## src/rtl/keypad_scan_ctrl.sv

```systemverilog
// rtl/keypad_scan_ctrl.sv - 4x4 active-low keypad scanner with row debounce and a one-key output buffer
module keypad_scan_ctrl #(
    parameter int SCAN_DIV        = 4,  // cycles each column is driven, >= 4
    parameter int DEBOUNCE_CYCLES = 8   // stable cycles to accept a press or release, >= 2
) (
    input  logic       clk,
    input  logic       RST,          // asynchronous, active-high
    input  logic [3:0] RowIn,        // keypad rows, active-low, asynchronous
    output logic [3:0] ColOut,       // active-low one-hot column drive
    output logic [3:0] key_code,     // row*4 + col of the buffered key
    output logic       key_valid,    // key_code holds an unread key
    input  logic       key_read,     // consumer acknowledge
    output logic       overrun,      // sticky: a key was dropped
    input  logic       overrun_clr
);

    localparam int DW_W = (SCAN_DIV > 1) ? $clog2(SCAN_DIV) : 1;
    localparam int DB_W = $clog2(DEBOUNCE_CYCLES + 1);

    localparam logic [DW_W-1:0] DW_LAST   = DW_W'(SCAN_DIV - 1);
    localparam logic [DW_W-1:0] DW_SETTLE = DW_W'(2);
    localparam logic [DW_W-1:0] DW_ONE    = DW_W'(1);
    localparam logic [DB_W-1:0] DB_LAST   = DB_W'(DEBOUNCE_CYCLES - 1);
    localparam logic [DB_W-1:0] DB_ONE    = DB_W'(1);

    typedef enum logic [1:0] {
        ST_SCAN,
        ST_DEBOUNCE,
        ST_HELD
    } state_t;

    state_t          state;
    logic [3:0]      row_sync1;
    logic [3:0]      rs;
    logic [1:0]      col;
    logic [1:0]      row;
    logic [DW_W-1:0] dw;
    logic [DB_W-1:0] db;

    logic [1:0]      first_row;
    logic            rows_idle;
    logic            emit_ok;

    function automatic logic [3:0] col_drive(input logic [1:0] c);
        return ~(4'b0001 << c);
    endfunction

    // Lowest-index low row wins when several are pressed together.
    always_comb begin
        first_row = 2'd0;
        for (int i = 3; i >= 0; i--) begin
            if (!rs[i]) first_row = 2'(i);
        end
    end

    assign rows_idle = &rs;
    // A read in the emit cycle frees the buffer for the new key.
    assign emit_ok   = !key_valid || key_read;

    always_ff @(posedge clk or posedge RST) begin
        if (RST) begin
            state     <= ST_SCAN;
            row_sync1 <= 4'b1111;
            rs        <= 4'b1111;
            col       <= 2'd0;
            row       <= 2'd0;
            dw        <= '0;
            db        <= '0;
            ColOut    <= 4'b1110;
            key_code  <= 4'd0;
            key_valid <= 1'b0;
            overrun   <= 1'b0;
        end else begin
            row_sync1 <= RowIn;
            rs        <= row_sync1;

            // Handshake and flag clearing come first so that an emit or
            // overrun later in this block overrides them.
            if (key_valid && key_read) key_valid <= 1'b0;
            if (overrun_clr)           overrun   <= 1'b0;

            case (state)
                ST_SCAN: begin
                    // The first two cycles of a column are ignored while the
                    // synchronizer still holds rows seen under the old column.
                    if (dw >= DW_SETTLE && !rows_idle) begin
                        row   <= first_row;
                        db    <= '0;
                        state <= ST_DEBOUNCE;
                    end else if (dw == DW_LAST) begin
                        col    <= col + 2'd1;
                        ColOut <= col_drive(col + 2'd1);
                        dw     <= '0;
                    end else begin
                        dw <= dw + DW_ONE;
                    end
                end

                ST_DEBOUNCE: begin
                    if (rs[row]) begin
                        state <= ST_SCAN;
                        dw    <= '0;
                    end else if (db == DB_LAST) begin
                        if (emit_ok) begin
                            key_code  <= {row, col};
                            key_valid <= 1'b1;
                        end else begin
                            overrun <= 1'b1;
                        end
                        db    <= '0;
                        state <= ST_HELD;
                    end else begin
                        db <= db + DB_ONE;
                    end
                end

                ST_HELD: begin
                    // Release needs a full run of all-high samples; any low
                    // row restarts the count.
                    if (!rows_idle) begin
                        db <= '0;
                    end else if (db == DB_LAST) begin
                        db     <= '0;
                        dw     <= '0;
                        col    <= col + 2'd1;
                        ColOut <= col_drive(col + 2'd1);
                        state  <= ST_SCAN;
                    end else begin
                        db <= db + DB_ONE;
                    end
                end

                default: begin
                    state <= ST_SCAN;
                    dw    <= '0;
                    db    <= '0;
                end
            endcase
        end
    end

endmodule
```

## config.mk

```make
export PLATFORM = sky130hd
export DESIGN_NAME = keypad_scan_ctrl
export DESIGN_NICKNAME = d
export VERILOG_FILES = /design/src/rtl/keypad_scan_ctrl.sv
export SDC_FILE = /design/constraint.sdc
export NUM_CORES = 1
export LEC_CHECK = 0
export CORE_ASPECT_RATIO = 1.5
export CORE_MARGIN = 5
export CORE_UTILIZATION = 35
export CTS_CLUSTER_SIZE = 16
export DETAILED_ROUTE_END_ITERATION = 8
export PLACE_DENSITY = 0.61
export SLEW_MARGIN = 25
export SYNTH_ARGS = -nofsm -noshare
export SYNTH_HDL_FRONTEND = slang
export SYNTH_SLANG_ARGS = --single-unit
```

## constraint.sdc

```tcl
create_clock -name clk -period 3.7 [get_ports clk]
set_clock_uncertainty 0.2 [all_clocks]
set_input_delay 0.37 -clock clk [delete_from_list [all_inputs] [get_ports clk]]
set_output_delay 0.37 -clock clk [all_outputs]
set_load 0.05 [all_outputs]
```

**After elaboration in Yosys (flattened, before gate mapping)**

Index checks and enable logic that the tools add are counted.

- Bits in latches: 0
- Bits in registers: 30
- ROM bits: 0
- Memories kept: 0
- Word-level logic and storage cells: 86
- RAM bits: 0
- Bits of input ports: 8

- Add/subtract/negate cells: 3
- Bitwise gates (word level): 2
- Muxes and demuxes: 41
- Eq/ne operators: 12
- $mul: 0
- Reduce and logical (&&, ||, !) cells: 14
- Order comparisons: 2
- Shift operators: 1
- Div/mod/pow operators: 0

Operators by type and width:

| kind | number |
|---|---|
| 2-to-1 mux 2 bit | 16 |
| 2-to-1 mux 4 bit | 8 |
| AND reduction 4 bit | 4 |
| != test 2 bit (second input constant) | 7 |
| one-hot mux 2 bit (3 select lines) | 2 |
| one-hot mux 4 bit (3 select lines) | 1 |
| 2-to-1 mux 1 bit | 11 |
| one-hot mux 4 bit (2 select lines) | 1 |
| AND reduction 5 bit | 1 |
| adder 2 x 1 -> 2 bit (second input constant) | 2 |
| adder 4 x 1 -> 4 bit (second input constant) | 1 |
| == test 2 bit (second input constant) | 2 |
| == test 4 x 3 -> 1 bit (second input constant) | 1 |
| inverter 4 bit | 1 |
| one-hot mux 2 bit (2 select lines) | 1 |
| AND reduction 2 bit | 2 |
| left shift 1 x 2 -> 4 bit (first input constant) | 1 |
| < comparator 2 x 3 -> 1 bit (second input constant) | 1 |
| != test 3 bit (second input constant) | 1 |
| binary-select mux 1 bit (select 2 bit) | 1 |
| == test 2 x 1 -> 1 bit (second input constant) | 1 |
| greater-or-equal comparator 2 bit (second input constant) | 1 |
| logical AND 1 bit | 2 |
| logical NOT 1 bit | 2 |
| other kinds (4) | 4 |

**Logic depth before layout (Yosys ltp)**

Gate-level depths: netlist of the first run.

- Word-level depth: 6
- Gate-level depth with buffers: 7
- Mapped depth without buffers: 6

**Worst setup path after synthesis of the first run**

No wires, ideal clock.

- Kind: register to register
- Start point: register dw[1]
- End point: register col[1]
- Cell stages (with the launch flop): 6
- Data required time: 3.375 ns
- Path buffers: 0
- Path slack: 1.657 ns
- Period minus slack after synthesis: 2.043 ns
- Arrival: 1.718 ns
- Path through: dfrtp_1 -> ha_1 -> or3_1 -> a221oi_2 -> a31oi_4 -> mux2_4

- Word-level cells in the longest chain between the ends: 4

Ends and longest elaborated chain:

| element | line | source |
|---|---|---|
| from (decl) | 37 | `logic [DW_W-1:0] dw;` |
| from (signal assigned) | 95 | `dw <= dw + DW_ONE;` |
| greater-or-equal comparator 2 bit | 86 | `if (dw >= DW_SETTLE && !rows_idle) begin` |
| logical AND 1 bit | 86 |  |
| != test 2 bit (no source line) | - |  |
| AND reduction 5 bit (no source line) (*) | - |  |
| to (signal assigned) | 91 | `col <= col + 2'd1;` |
| to (signal assigned) | 125 | `col <= col + 2'd1;` |
| to (decl) | 35 | `logic [1:0] col;` |

Every way passes the cells marked *; elsewhere a longest branch is shown, timed or not.
A chain may end at the register's enable or synchronous reset.

**Worst setup path after layout of the first run**

- Start point: register ColOut[2]
- End point: output ColOut[2]

RTL lines:

| element | line | source |
|---|---|---|
| from (decl) | 9 | `output logic [3:0] ColOut,` |
| from (signal assigned) | 92 | `ColOut <= col_drive(col + 2'd1);` |
| from (signal assigned) | 126 | `ColOut <= col_drive(col + 2'd1);` |

No word-level cell between the ends.

==> out/summary.log, run 1 <==
INFO  outcome        outcome=complete, no violations
INFO  setup_path     critPathKind=register to primary output
INFO  timing         report.final.setup_viol=0
INFO  setup_path     critPathRequiredTime=3130ps
INFO  cts            clk_latency=280ps
INFO  pwr            sw_share=39.85%
INFO  run            timing.max_cap.violations=0
INFO  final_layout   area_growth_syn_to_layout=20.85%
INFO  logic_synthesis syn_nets=144
INFO  pwr            p_leak=0.8507nW
INFO  logic_synthesis async_flop_share=100.0%
INFO  cts            cts.sinks=30
INFO  final_layout   final_layout_size_suffix_gt1_share=21.33%
INFO  floorplanning  die_y=90.35um
INFO  global_routing first_global_vias=1146
INFO  logic_synthesis yosysWarningCount=0
INFO  final_layout   multi_input_comb_area=685.7um^2
INFO  setup_path     timing.critical_path.slowest_cell_delay=810ps
INFO  timing         fin_tns_setup=0ps
INFO  pwr            ir_worst_vdd=0.4423mV
INFO  pwr            seq_power_share=38.2%
INFO  logic_synthesis seq_area_frac_synth=50.75%
INFO  setup_path     critical_path.max_fanout=2
INFO  final_layout   flip_flop_and_latch_area=764.5um^2
INFO  placed_design  buffer_ports.inserted=17
INFO  timing         min_period_over_period=59.31%
INFO  setup_path     worst_setup_path_start_kind=register
INFO  floorplanning  pin_count=18
INFO  timing         final_hold_viol_count=0
INFO  timing         clock.fmax=455.7MHz
INFO  cts            cts.path.max_buffers=2
INFO  logic_synthesis ys_seq_elements=30
INFO  floorplanning  die_area=5743um^2
INFO  logic_synthesis synth_cells=126
INFO  timing         finalMaxSlewViolations=0
INFO  pwr            clock_power_share=20.5%
INFO  timing         final.hold.worst_slack=157.7ps
INFO  drt            route.vias.total=1007
INFO  logic_synthesis synth.top_cell.area_share=31.56%
INFO  timing         grt_setup_unrepaired=false
INFO  drt            detailedRoute.firstPassIterationCount=4
INFO  timing         worst_pin_slew=605.4ps
INFO  logic_synthesis syn_avg_cell_area=11.96um^2
INFO  logic_synthesis largest_area_contributor_in_the_netlist=sky130_fd_sc_hd__dfrtp_1
INFO  logic_synthesis synth-edff-count=0
INFO  pwr            power_per_cell_area=705.9nW/um^2
INFO  cts            path_clk_slew=70ps
INFO  cts            clk_root_buffer_cell=sky130_fd_sc_hd__clkbuf_8
INFO  setup_path     critical_path.n_buffers_inverters=1
INFO  logic_synthesis postSynth.topFlopCell=sky130_fd_sc_hd__dfrtp_1
INFO  floorplanning  core-area=4209um^2
INFO  global_routing grtUsageTotal=11.40%
INFO  logic_synthesis ys_top_cells_by_count=sky130_fd_sc_hd__dfrtp_1 (19), sky130_fd_sc_hd__inv_1 (14), sky130_fd_sc_hd__dfstp_2 (11), sky130_fd_sc_hd__ha_1 (10), sky130_fd_sc_hd__mux2i_1 (9)
INFO  global_routing grt_max_degree=31
INFO  global_routing overflow_left_after_global_routing=0
INFO  floorplanning  die_w=63.57um
INFO  global_routing grt_first_pass_wirelength=5230um
INFO  drt            wl_per_cell=15.46um
INFO  cts            cts_tree=done
INFO  logic_synthesis synth.lib_cells_used.distinct=36
INFO  drt            drtIter0Drc=12
INFO  pwr            comb_power_share=41.3%
INFO  setup_path     critPathSlowestCell=sky130_fd_sc_hd__clkdlybuf4s50_1
INFO  timing         layout_min_cycle_time=2195ps
INFO  timing         timing.max_slew.rel_slack=59.58%
INFO  floorplanning  start_util=35.79%
INFO  drt            wirelength=3030um
INFO  setup_path     worst_ep_arrival_time=1620ps
INFO  logic_synthesis synth_top_cells_by_area=sky130_fd_sc_hd__dfrtp_1 (32%), sky130_fd_sc_hd__dfstp_2 (19%), sky130_fd_sc_hd__ha_1 (8.3%)
INFO  cts            postCtsSetupBuffers=0
INFO  drt            drc=0
INFO  global_routing grt_antenna_before_repair=0
INFO  setup_path     setup.worst_path.end_class=primary output
INFO  setup_path     cp_cell_sequence=clkdlybuf4s50_1
INFO  final_layout   n_antenna_cell=0
INFO  cts            number_of_clock_buffers_inserted_by_tritoncts=5
INFO  final_layout   layout.nets=167
INFO  cts            cts.repair.resized=0
INFO  drt            route.antenna.remaining_nets=0
INFO  pwr            cellInternalPower=772.9uW
INFO  floorplanning  placementRows=29
INFO  worst_hold_path holdCritPathClass=register to register
INFO  logic_synthesis synth.most_common_cell=sky130_fd_sc_hd__dfrtp_1
INFO  placed_design  place.gp.congestion=0.7498
INFO  cts            cts_hold_repair.buffers=0
INFO  pwr            total_switching_power=512.1uW
INFO  setup_path     worst_path_dominant_cell_family=buffers and inverters
INFO  final_layout   fillers=410
INFO  drt            routed_vias_inst=5.138
INFO  placed_design  detailed_place_hpwl=2318um
INFO  logic_synthesis syn_area=1506um^2
INFO  cts            cts-htree-levels=2
power by group through the flow:
| stage | clock network, mW | logic (mW) | registers, mW |
|---|---|---|---|
| after global routing | 0.285 | 0.588 | 0.503 |
| after floorplan | 0 | 0.325 | 0.556 |
| after CTS | 0.269 | 0.536 | 0.493 |
| after global placement | 0 | 0.503 | 0.491 |
| after detailed placement | 0 | 0.532 | 0.498 |
| final | 0.264 | 0.530 | 0.491 |
through the flow:
step	total power [mW]	std cells	worst slack, ps	utilization [%]	cell area [um^2]
final	1.285	196	1505	43.25	1821
after detailed placement	1.029	188	1534	41.11	1730
after global placement	0.9945	188	1615	41.11	1730
after floorplan	0.8809	126	1657	-	1506
after global routing	1.376	196	1414	43.25	1821
after CTS	1.297	196	1495	43.25	1821
registers in the layout, summed over array words and instances, names as in the netlist:
signal	count
state	2
key_valid	1
row_sync1	4
row	2
col	2
db	4
dw	2
rs	4
overrun	1
ColOut	4
key_code	4
metal layers:
metal	GRT usage, %	wire, um
met4	5.893	91
met1	11.60	1182
met3	3.113	119
met2	20.51	1636
met5	0	0
cells in the final DEF, fill, tap and decap left out, types with 2 or more instances in the layout:
cell type	instances
sky130_fd_sc_hd__clkdlybuf4s50_1	17
sky130_fd_sc_hd__nand2_1	8
sky130_fd_sc_hd__dfstp_2	11
sky130_fd_sc_hd__o21a_1	3
sky130_fd_sc_hd__a22o_1	2
sky130_fd_sc_hd__a21oi_1	6
sky130_fd_sc_hd__nor2b_1	2
sky130_fd_sc_hd__clkbuf_8	5
sky130_fd_sc_hd__dfrtp_1	19
sky130_fd_sc_hd__mux2_4	5
sky130_fd_sc_hd__or3_1	2
sky130_fd_sc_hd__o21ai_0	3
sky130_fd_sc_hd__nor3_1	2
sky130_fd_sc_hd__inv_1	13
sky130_fd_sc_hd__nand2b_1	3
sky130_fd_sc_hd__ha_1	10
sky130_fd_sc_hd__mux2i_1	9
sky130_fd_sc_hd__o21ai_1	2
sky130_fd_sc_hd__nor2_1	3
sky130_fd_sc_hd__a221o_1	2
sky130_fd_sc_hd__o22ai_1	3
logic make-up after synthesis:
kind of cell	count (synthesis)	synth area share [%]
buffers and inverters	15	3.737
AND/OR/NAND/NOR	27	10.22
XOR/XNOR	1	0.5815
AO/OA/AOI/OAI	28	14.70
flip-flops	30	50.75
multiplexers	15	11.71
adder cells (fa/ha/maj)	10	8.306
layout make-up:
class	instances	share of cell area, %
repair buffers	17	9.347
inverters	14	2.887
clock inverters	3	1.168
multi-input cells	81	37.66
flip-flops and latches	30	41.99
clock buffers	5	3.780
well taps	46	3.162
final timing paths:
path	endpoint	start	slack (ps)	cells after the start
max	ColOut[2]	ColOut[2]	1510	1
min	rs[3]	row_sync1[3]	160	0
max reg2reg	dw[1]	state[0]	1530	6
min reg2reg	rs[3]	row_sync1[3]	160	0
max in group asynchronous	col[1]	RST	2620	2
min in group asynchronous	key_code[3]	RST	280	2
No activity file was read; power rests on OpenSTA's default activity.
==> inputs of run 2 (changes only) <==
--- a/config.mk
+++ b/config.mk
@@ -10,7 +10,7 @@
 export CORE_UTILIZATION = 35
 export CTS_CLUSTER_SIZE = 16
 export DETAILED_ROUTE_END_ITERATION = 8
-export PLACE_DENSITY = 0.61
+export PLACE_DENSITY = 0.63
 export SLEW_MARGIN = 25
 export SYNTH_ARGS = -nofsm -noshare
 export SYNTH_HDL_FRONTEND = slang
==> constraint.sdc (replaced) <==
create_clock -name clk -period 2 [get_ports clk]
set_clock_uncertainty 0.2 [all_clocks]
set_input_delay 0.2 -clock clk [delete_from_list [all_inputs] [get_ports clk]]
set_output_delay 0.2 -clock clk [all_outputs]
set_load 0.05 [all_outputs]
==> run 2 against run 1 <==
Core utilization grew 4.0 points. Count of clock-buffer cells in the layout grew 2. Combinational power grew 120%. Die area is the same. Critical endpoint is now key_code[1].
==> out/summary.log, run 2 (synthesized netlist as in run 1, its figures left out) <==
INFO  drt            wl_per_cell=15.33um [-0.80%]
INFO  cts            clk_latency=280ps [about the same]
INFO  setup_path     timing.reg2reg.setup_slack=30ps [-1500 ps]
INFO  final_layout   n_antenna_cell=0 [unchanged]
INFO  drt            drc=0 [unchanged]
INFO  global_routing grt_max_degree=31 [unchanged]
INFO  floorplanning  pin_count=18 [unchanged]
INFO  cts            cts_tree=done
INFO  timing         min_period_over_period=98.31%
INFO  floorplanning  start_util=35.79% [unchanged]
INFO  drt            routed_vias_inst=5.148 [+0.21%]
INFO  outcome        outcome=complete, no violations
INFO  global_routing overflow_left_after_global_routing=0 [unchanged]
INFO  setup_path     rr_startpoint=state[1]
INFO  cts            cts.path.max_buffers=2 [unchanged]
INFO  drt            drtIter0Drc=3 [-9]
INFO  worst_hold_path holdCritPathClass=input pin to async pin
INFO  global_routing grt_antenna_before_repair=0 [unchanged]
INFO  setup_path     timing.critical_path.slowest_cell_delay=460ps [-350 ps]
INFO  placed_design  detailed_place_hpwl=2321um [+0.16%]
INFO  global_routing grt_first_pass_wirelength=5430um [+3.8%]
INFO  placed_design  buffer_ports.inserted=17 [unchanged]
INFO  timing         worst_pin_slew=506.4ps [-99.08 ps]
INFO  final_layout   fillers=389 [-5.1%]
INFO  final_layout   layout_commonest_cell=sky130_fd_sc_hd__dfrtp_1
INFO  cts            clk_root_buffer_cell=sky130_fd_sc_hd__clkbuf_8
INFO  floorplanning  die_y=90.35um [unchanged]
INFO  cts            cts_hold_repair.buffers=0 [unchanged]
INFO  pwr            p_leak=0.9140nW [+7.4%]
INFO  drt            route.vias.total=1076 [+6.9%]
INFO  setup_path     worst_setup_path_start_kind=register
INFO  final_layout   final_layout_size_suffix_gt1_share=36.20% [+15 points]
INFO  timing         report.final.setup_viol=0 [unchanged]
INFO  floorplanning  die_w=63.57um [unchanged]
INFO  placed_design  place.gp.congestion=0.7429 [-0.92%]
INFO  setup_path     worst_ep_arrival_time=1930ps [+310 ps]
INFO  timing         final.setup.worst_slack=33.77ps [-1472 ps]
INFO  final_layout   layout.nets=180 [+7.8%]
INFO  final_layout   layout.cells.most_common_list=sky130_fd_sc_hd__dfrtp_1 (18), sky130_fd_sc_hd__buf_4 (15), sky130_fd_sc_hd__clkdlybuf4s50_1 (14), sky130_fd_sc_hd__inv_1 (12), sky130_fd_sc_hd__dfstp_2 (11)
INFO  cts            cts.sinks=30 [unchanged]
INFO  cts            cts-htree-levels=2 [unchanged]
INFO  floorplanning  placementRows=29 [unchanged]
INFO  timing         final_hold_viol_count=0 [unchanged]
INFO  floorplanning  die_area=5743um^2 [unchanged]
INFO  timing         layout_min_cycle_time=1966ps
INFO  final_layout   finish.utilization=47.24% [+4.0 points]
INFO  drt            detailedRoute.firstPassIterationCount=4 [unchanged]
INFO  run            timing.max_cap.violations=0 [unchanged]
INFO  setup_path     cp_cell_sequence=inv_2 -> ha_4 -> and2_1 -> a22oi_2 -> or3b_4 -> mux2_4
INFO  setup_path     critPathRequiredTime=1960ps [-1170 ps]
INFO  pwr            ir_worst_vdd=0.8657mV [+96%]
INFO  final_layout   area_growth_syn_to_layout=31.98%
INFO  timing         clock.fmax=508.6MHz
INFO  drt            wirelength=3205um [+5.8%]
INFO  global_routing first_global_vias=1233 [+7.6%]
INFO  pwr            power_per_cell_area=1292nW/um^2 [+83%]
INFO  drt            route.antenna.remaining_nets=0 [unchanged]
INFO  cts            number_of_clock_buffers_inserted_by_tritoncts=5 [unchanged]
INFO  timing         timing.max_slew.rel_slack=66.14% [+6.6 points]
INFO  cts            path_clk_slew=70ps [about the same]
INFO  placed_design  pre_cts_ws=-30.66ps [-1565 ps]
INFO  setup_path     setup.worst_path.end_class=register
INFO  floorplanning  core-area=4209um^2 [unchanged]
INFO  setup_path     critPathSlowestCell=sky130_fd_sc_hd__or3b_4
INFO  timing         finalMaxSlewViolations=0 [unchanged]
INFO  global_routing grtUsageTotal=11.95% [+0.55 points]
INFO  timing         grt_setup_unrepaired=true
INFO  setup_path     critical_path.max_fanout=5 [+3]
INFO  setup_path     critPathKind=register to register
INFO  setup_path     worst_setup_path_startpoint=state[1]
-- run 2: critical path, delay by kind of cell (launching register included) --
kind,cells,cell delay (ps)
adder cells (fa/ha/maj),1,140
AND/OR/NAND/NOR,2,600
multiplexers,1,310
flip-flops,1,420
buffers and inverters,1,100
AO/OA/AOI/OAI,1,90
-- run 2: per-layer routing --
| metal | global-route usage, % | up-vias | share of wire (%) |
|---|---|---|---|
| li1 | - | 514 | - |
| met1 | 11.74 | 528 | 37 |
| met2 | 21.95 | 24 | 56 |
| met4 | 6.239 | 0 | 3.0 |
| met5 | 0 | - | 0 |
| met3 | 3.238 | 10 | 3.6 |
-- run 2: final cells by class --
type | instances | area [um^2] | share of cell area [%]
Timing Repair Buffer | 30 | 264.0 | 13.28
Sequential cell | 30 | 765.7 | 38.51
Clock buffer | 7 | 86.33 | 4.342
Clock inverter | 1 | 5.005 | 0.2517
Inverter | 14 | 52.55 | 2.643
Multi-Input combinational cell | 81 | 757.0 | 38.07
Tap cell | 46 | 57.56 | 2.895
-- run 2: worst paths after layout --
path	cells after the start	end
max in group asynchronous	3	ColOut[1]
max reg2reg	6	key_code[1]
min in group clk	1	row_sync1[1]
min reg2reg	0	rs[1]
max	6	key_code[1]
min	3	key_code[3]
-- run 2: stage by stage --
stage	power [mW]	TNS, ps	hold slack [ps]	cell area, um^2	instances
2_1_floorplan	1.639	0	4.478	1521	126
3_3_place_gp	1.929	0	145.8	1813	198
3_5_place_dp	1.978	-102.0	147.5	1813	198
4_1_cts	2.523	-73.12	100.4	1929	206
5_1_grt	2.752	-21.16	113.2	1988	209
6_report	2.568	0	91.03	1988	209
-- run 2: timing repair --
item                                    CTS  global route
endpoints found under the setup margin   11            14
hold endpoints to repair                  0             0
pin swaps                                 1             1
setup buffers                             0             3
cloned                                    0             0
gates resized for setup                   5            10
-- run 2: power by group --
part	switching [mW]	internal, mW
clock network	0.232	0.277
registers	0.144	0.774
logic	0.606	0.534
total	0.982	1.59
==> inputs of run 3 (changes only) <==
--- a/config.mk
+++ b/config.mk
@@ -6,7 +6,7 @@
 export NUM_CORES = 1
 export LEC_CHECK = 0
 export CORE_ASPECT_RATIO = 1.5
-export CORE_MARGIN = 5
+export CORE_MARGIN = 2
 export CORE_UTILIZATION = 35
 export CTS_CLUSTER_SIZE = 16
 export DETAILED_ROUTE_END_ITERATION = 8
==> run 3 against run 2 <==
Count of clock-buffer cells in the layout unchanged. Non-clock buffer count up 1. Sequential share of layout area shrank 0.75 points. Critical path type unchanged. Critical endpoint is now db[3].
==> out/summary.log, run 3 (synthesized netlist as in run 1, its figures left out) <==
INFO  cts            cts_hold_repair.buffers=0 [unchanged]
INFO  placed_design  pre_cts_ws=11.92ps [+42.58 ps]
INFO  global_routing first_global_vias=1129 [-8.4%]
INFO  floorplanning  die_y=84.35um [-6.6%]
INFO  timing         finalMaxSlewViolations=0 [unchanged]
INFO  placed_design  placedInstanceArea=1813um^2 [unchanged]
INFO  setup_path     setup.worst_path.end_class=register
INFO  global_routing overflow_left_after_global_routing=0 [unchanged]
INFO  floorplanning  die_w=57.57um [-9.4%]
INFO  drt            drtIter0Drc=5 [+2]
INFO  timing         min_period_over_period=98.22% [about the same]
INFO  cts            cts.sinks=30 [unchanged]
INFO  run            timing.max_cap.violations=0 [unchanged]
INFO  setup_path     critPathKind=register to register
INFO  cts            cts.path.max_buffers=2 [unchanged]
INFO  floorplanning  placementRows=29 [unchanged]
INFO  global_routing grt_antenna_before_repair=0 [unchanged]
INFO  setup_path     critical_r2r_capture=db[3]
INFO  final_layout   n_antenna_cell=0 [unchanged]
INFO  pwr            p_leak=0.9359nW [+2.4%]
INFO  timing         worst_pin_slew=502.5ps [-3.826 ps]
INFO  global_routing grtUsageTotal=14.03% [+2.1 points]
INFO  pwr            total_power=2.698mW [+5.1%]
INFO  placed_design  detailed_place_hpwl=2219um [-4.4%]
INFO  floorplanning  core-area=4173um^2 [-0.86%]
INFO  drt            route.vias.total=1053 [-2.1%]
INFO  cts            cts_tree=done
INFO  drt            wl_met1=1147um [-4.4%]
INFO  cts            clk_root_buffer_cell=sky130_fd_sc_hd__clkbuf_8
INFO  drt            route.antenna.remaining_nets=0 [unchanged]
INFO  setup_path     rr_startpoint=state[1]
INFO  pwr            power_per_cell_area=1333nW/um^2 [+3.2%]
INFO  floorplanning  pin_count=18 [unchanged]
INFO  setup_path     worst_ep_arrival_time=1940ps [about the same]
INFO  drt            detailedRoute.firstPassIterationCount=2 [-2]
INFO  cts            clk_latency=290ps [about the same]
INFO  timing         layout_min_cycle_time=1964ps [-1.794 ps]
INFO  final_layout   final_area=2024um^2 [+1.8%]
INFO  global_routing grt_first_pass_wirelength=5168um [-4.8%]
INFO  final_layout   layout_commonest_cell=sky130_fd_sc_hd__dfrtp_1
INFO  timing         timing.max_slew.rel_slack=66.39% [+0.26 points]
INFO  drt            route.met3.wl=88um [-24%]
INFO  drt            detailroute.wirelength.met2=1664um [-7.1%]
INFO  placed_design  buffer_ports.inserted=17 [unchanged]
INFO  timing         final_hold_viol_count=0 [unchanged]
INFO  final_layout   layout.nets=181 [+0.56%]
INFO  placed_design  place.gp.congestion=0.8088 [+8.9%]
INFO  floorplanning  start_util=36.10% [+0.31 points]
INFO  outcome        outcome=complete, no violations
INFO  timing         report.final.setup_viol=0 [unchanged]
INFO  final_layout   final_layout_size_suffix_gt1_share=35.37% [-0.83 points]
INFO  final_layout   layout.cells.most_common_list=sky130_fd_sc_hd__dfrtp_1 (19), sky130_fd_sc_hd__buf_4 (16), sky130_fd_sc_hd__clkdlybuf4s50_1 (14), sky130_fd_sc_hd__inv_1 (12), sky130_fd_sc_hd__dfstp_2 (11)
INFO  drt            wl_per_cell=14.15um [-7.7%]
INFO  cts            path_clk_slew=70ps [about the same]
INFO  drt            wirelength=2971um [-7.3%]
INFO  cts            number_of_clock_buffers_inserted_by_tritoncts=5 [unchanged]
INFO  timing         clock.fmax=509.1MHz [about the same]
INFO  worst_hold_path holdCritPathClass=input pin to async pin
INFO  cts            cts-htree-levels=2 [unchanged]
INFO  timing         fin_tns_setup=0ps [unchanged]
INFO  final_layout   area_growth_syn_to_layout=34.39%
INFO  drt            top_layer_used=met4
INFO  setup_path     r2r.worst_path.cells=7 [+1]
INFO  floorplanning  die_area=4856um^2 [-15%]
INFO  setup_path     timing.reg2reg.setup_slack=40ps [about the same]
INFO  setup_path     worst_setup_path_start_kind=register
INFO  setup_path     critical_path.max_fanout=2 [-3]
INFO  setup_path     critPathRequiredTime=1980ps [+20 ps]
INFO  drt            routed_vias_inst=5.014 [-2.6%]
INFO  timing         final.setup.worst_slack=35.56ps [+1.794 ps]
INFO  timing         grt_setup_unrepaired=true
INFO  drt            drc=0 [unchanged]
INFO  pwr            ir_worst_vdd=0.8709mV [+0.60%]
INFO  global_routing grt_max_degree=31 [unchanged]
==> run 3: changes by cell type in the layout (fill, tap and decap cells not counted), sizes merged <==
cell / previous run / this run
buf: 16 / 17
bufinv: 0 / 1
clkinv: 1 / 0
==> run 3: layout make-up <==
cell class	count	area, um^2
Clock inverter	1	30.03
Clock buffer	7	86.33
Multi-Input combinational cell	81	762.0
Timing Repair Buffer	31	271.5
Sequential cell	30	764.5
Fill cell	368	2148
Tap cell	46	57.56
Inverter	14	52.55
==> run 3: what timing repair did <==
| action | in CTS | in global routing |
|---|---|---|
| pin swaps | 2 | 3 |
| buffers inserted | 0 | 4 |
| resized for setup | 4 | 9 |
| setup endpoints to repair | 4 | 11 |
==> run 3: worst max-delay path by stage <==
stage	slack, ps	cells past startpoint	endpoint	start
floorplan	3	6	col[1]	state[0]
finish	40	7	db[3]	state[1]
detailed placement	10	7	col[0]	state[0]
CTS	5	6	col[0]	state[1]
global route	-10	7	db[3]	state[1]
global placement	40	7	col[0]	state[0]
==> run 3: per-stage QoR <==
| step | std cells | utilization, % | hold slack [ps] |
|---|---|---|---|
| finish | 210 | 48.52 | 94.04 |
| global route | 210 | 48.52 | 118.5 |
| CTS | 206 | 46.42 | 104.9 |
| detailed placement | 198 | 43.45 | 146.8 |
| global placement | 198 | 43.45 | 145.3 |
| floorplan | 126 | - | 4.478 |
==> run 3: critical path, cell delays in order, from the launching register on <==
cell	delay, ps
sky130_fd_sc_hd__dfrtp_1	400
sky130_fd_sc_hd__inv_2	70
sky130_fd_sc_hd__buf_4	130
sky130_fd_sc_hd__ha_1	290
sky130_fd_sc_hd__nand2_1	110
sky130_fd_sc_hd__o21ai_0	120
sky130_fd_sc_hd__a221o_1	310
sky130_fd_sc_hd__a22o_1	230
==> run 3: layer usage <==
layer | global-route usage, % | vias up
met1 | 15.32 | 520
met4 | 8.245 | 0
li1 | - | 514
met5 | 0 | -
met2 | 23.55 | 13
met3 | 4.006 | 6
==> run 3: where the power goes <==
part | switching (mW) | leakage, nW | internal (mW) | total [mW]
clock network | 0.226 | 0.0585 | 0.406 | 0.632
registers | 0.136 | 0.365 | 0.772 | 0.908
logic | 0.605 | 0.512 | 0.553 | 1.16
==> edit, RTL diff (settings of run 2) <==
Change the parameter `DEBOUNCE_CYCLES` from 8 to 4.
--- a/src/rtl/keypad_scan_ctrl.sv
+++ b/src/rtl/keypad_scan_ctrl.sv
@@ -1,7 +1,7 @@
 // rtl/keypad_scan_ctrl.sv - 4x4 active-low keypad scanner with row debounce and a one-key output buffer
 module keypad_scan_ctrl #(
     parameter int SCAN_DIV        = 4,  // cycles each column is driven, >= 4
-    parameter int DEBOUNCE_CYCLES = 8   // stable cycles to accept a press or release, >= 2
+    parameter int DEBOUNCE_CYCLES = 4   // stable cycles to accept a press or release, >= 2
 ) (
     input  logic       clk,
     input  logic       RST,          // asynchronous, active-high
Check against the original RTL: not equivalent (Yosys sat finds a counterexample within 10 cycles, from zero or initial values and one cycle with RST high).
==> edit against run 2 <==
Global-route usage rose by 0.16 points; total power is 11% lower; worst setup slack improved by 25 ps; critical path depth did not move; die area is 5.3% lower; cell area down 11%; area after synthesis is 6.1% lower; wire length is 16% lower; sequential cell count decreased by 1; core utilization is 2.0 points lower; sequential power fell by 5.1%; maximum frequency increased by 1.3%.
==> edit: results (changes against run 2) <==
The count of filler cells inserted in the layout was 384 (was 389); the layout cell share with drive strength beyond 1 was 30.5% (was 36.2%). The routed wirelength normalized by instance count was 13.8 um (was 15.3 um). The worst path arrival time was 1900 ps (was 1930 ps). Top cells by instance count after synthesis: sky130_fd_sc_hd__dfrtp_1 (18), sky130_fd_sc_hd__inv_1 (15), sky130_fd_sc_hd__dfstp_2 (11) (was sky130_fd_sc_hd__dfrtp_1 (19), sky130_fd_sc_hd__inv_1 (14), sky130_fd_sc_hd__dfstp_2 (11)).

The multi-input gate count is 75 (was 81), and the number of nets produced by synthesis is 137 (was 144). Peak fanout along the critical path: 6 (was 5). The flow ran to the end, and the final reports show no timing, DRC or antenna violations. The estimated wirelength of the detail-placed design was 2070 um (was 2320 um). For the total placed cells including tap cells, the log shows 186 (was 198).

The number of vias in the routed layout was 981 (was 1076). The sequential cell count of the final layout is 29 (was 30). The maximum number of pins on one net before global-route repair is 17 (was 31).

Synth top area cells: sky130_fd_sc_hd__dfrtp_1 (32%), sky130_fd_sc_hd__dfstp_2 (20%), sky130_fd_sc_hd__ha_1 (8.8%), sky130_fd_sc_hd__mux2_2 (4.8%), sky130_fd_sc_hd__mux2i_1 (4.2%) (was sky130_fd_sc_hd__dfrtp_1 (32%), sky130_fd_sc_hd__dfstp_2 (19%), sky130_fd_sc_hd__ha_1 (8.3%), sky130_fd_sc_hd__mux2i_1 (6.0%), sky130_fd_sc_hd__mux2_4 (5.0%)). The logs give 9.34 ps (was -30.7 ps) for the setup slack after placement and 60 ps (was 30 ps) for the minimum setup slack among reg-to-reg paths. The number of placement rows is 28 (was 29), and the per-cell via count in the routed design is 5.01 (was 5.15). The tools report the number of unique standard cell types used by synthesis as 33 (was 36). The worst slew margin relative to its limit is 66.2% (was 66.1%), and the reported net switching power is 873 uW (was 982 uW). The average size of a mapped cell is 11.9 um2 (was 12.0 um2). The tools report the first-pass GRT wire length as 4750 um (was 5430 um).

The relative area of clock buffers and inverters in the final design works out to 4.65% (was 4.59%). The overall routing resource usage came out at 12.1% (was 11.9%).
==> edit: changes by cell type in the layout (fill, tap and decap cells not counted), sizes merged, moves of 2 or more <==
cell    before  now
o22ai        3    1
nand2b       3    5
mux2         6    8
nor2         3    5
o21a         3    1
mux2i        9    6
a221o        2    0
or3          2    0
buf         16   10
==> edit: logic make-up (layout without fill, tap and decap cells) <==
group	after synthesis	count (layout)	share of synthesized area (%)
flip-flops	29	29	52.3
AND/OR/NAND/NOR	28	28	11.4
buffers and inverters	15	47	3.98
multiplexers	14	14	11.2
XOR/XNOR	1	1	0.620
adder cells (fa/ha/maj)	10	10	8.85
AO/OA/AOI/OAI	22	22	11.7
==> edit: routing by layer <==
metal / wire length (um) / vias up / global-route usage, %
met5: 0 / - / 0
met3: 96 / 11 / 3.54
met1: 1020 / 487 / 12.2
met2: 1470 / 20 / 21.1
met4: 105 / 0 / 7.34
li1: - / 463 / -
==> edit: power by group through the flow <==
stage / clock network (mW) / logic (mW) / registers (mW)
floorplan: 0 / 0.543 / 1.04
global placement: 0 / 0.937 / 0.877
detailed placement: 0 / 0.962 / 0.883
CTS: 0.472 / 0.968 / 0.877
global route: 0.497 / 1.06 / 0.900
finish: 0.454 / 0.958 / 0.871
==> edit: critical path: stages, from the launching register on <==
cell	delay, ps
sky130_fd_sc_hd__dfrtp_1	370
sky130_fd_sc_hd__inv_1	80
sky130_fd_sc_hd__ha_1	220
sky130_fd_sc_hd__and2_1	170
sky130_fd_sc_hd__a22o_2	310
sky130_fd_sc_hd__nand3_2	130
sky130_fd_sc_hd__mux2_2	350
==> edit: repair_timing <==
action | 4_1_cts | 5_1_grt
setup buffers | 0 | 2
resized for setup | 1 | 1
setup endpoints to repair | 1 | 4
hold endpoints to repair | 0 | 0
cloned | 0 | 0
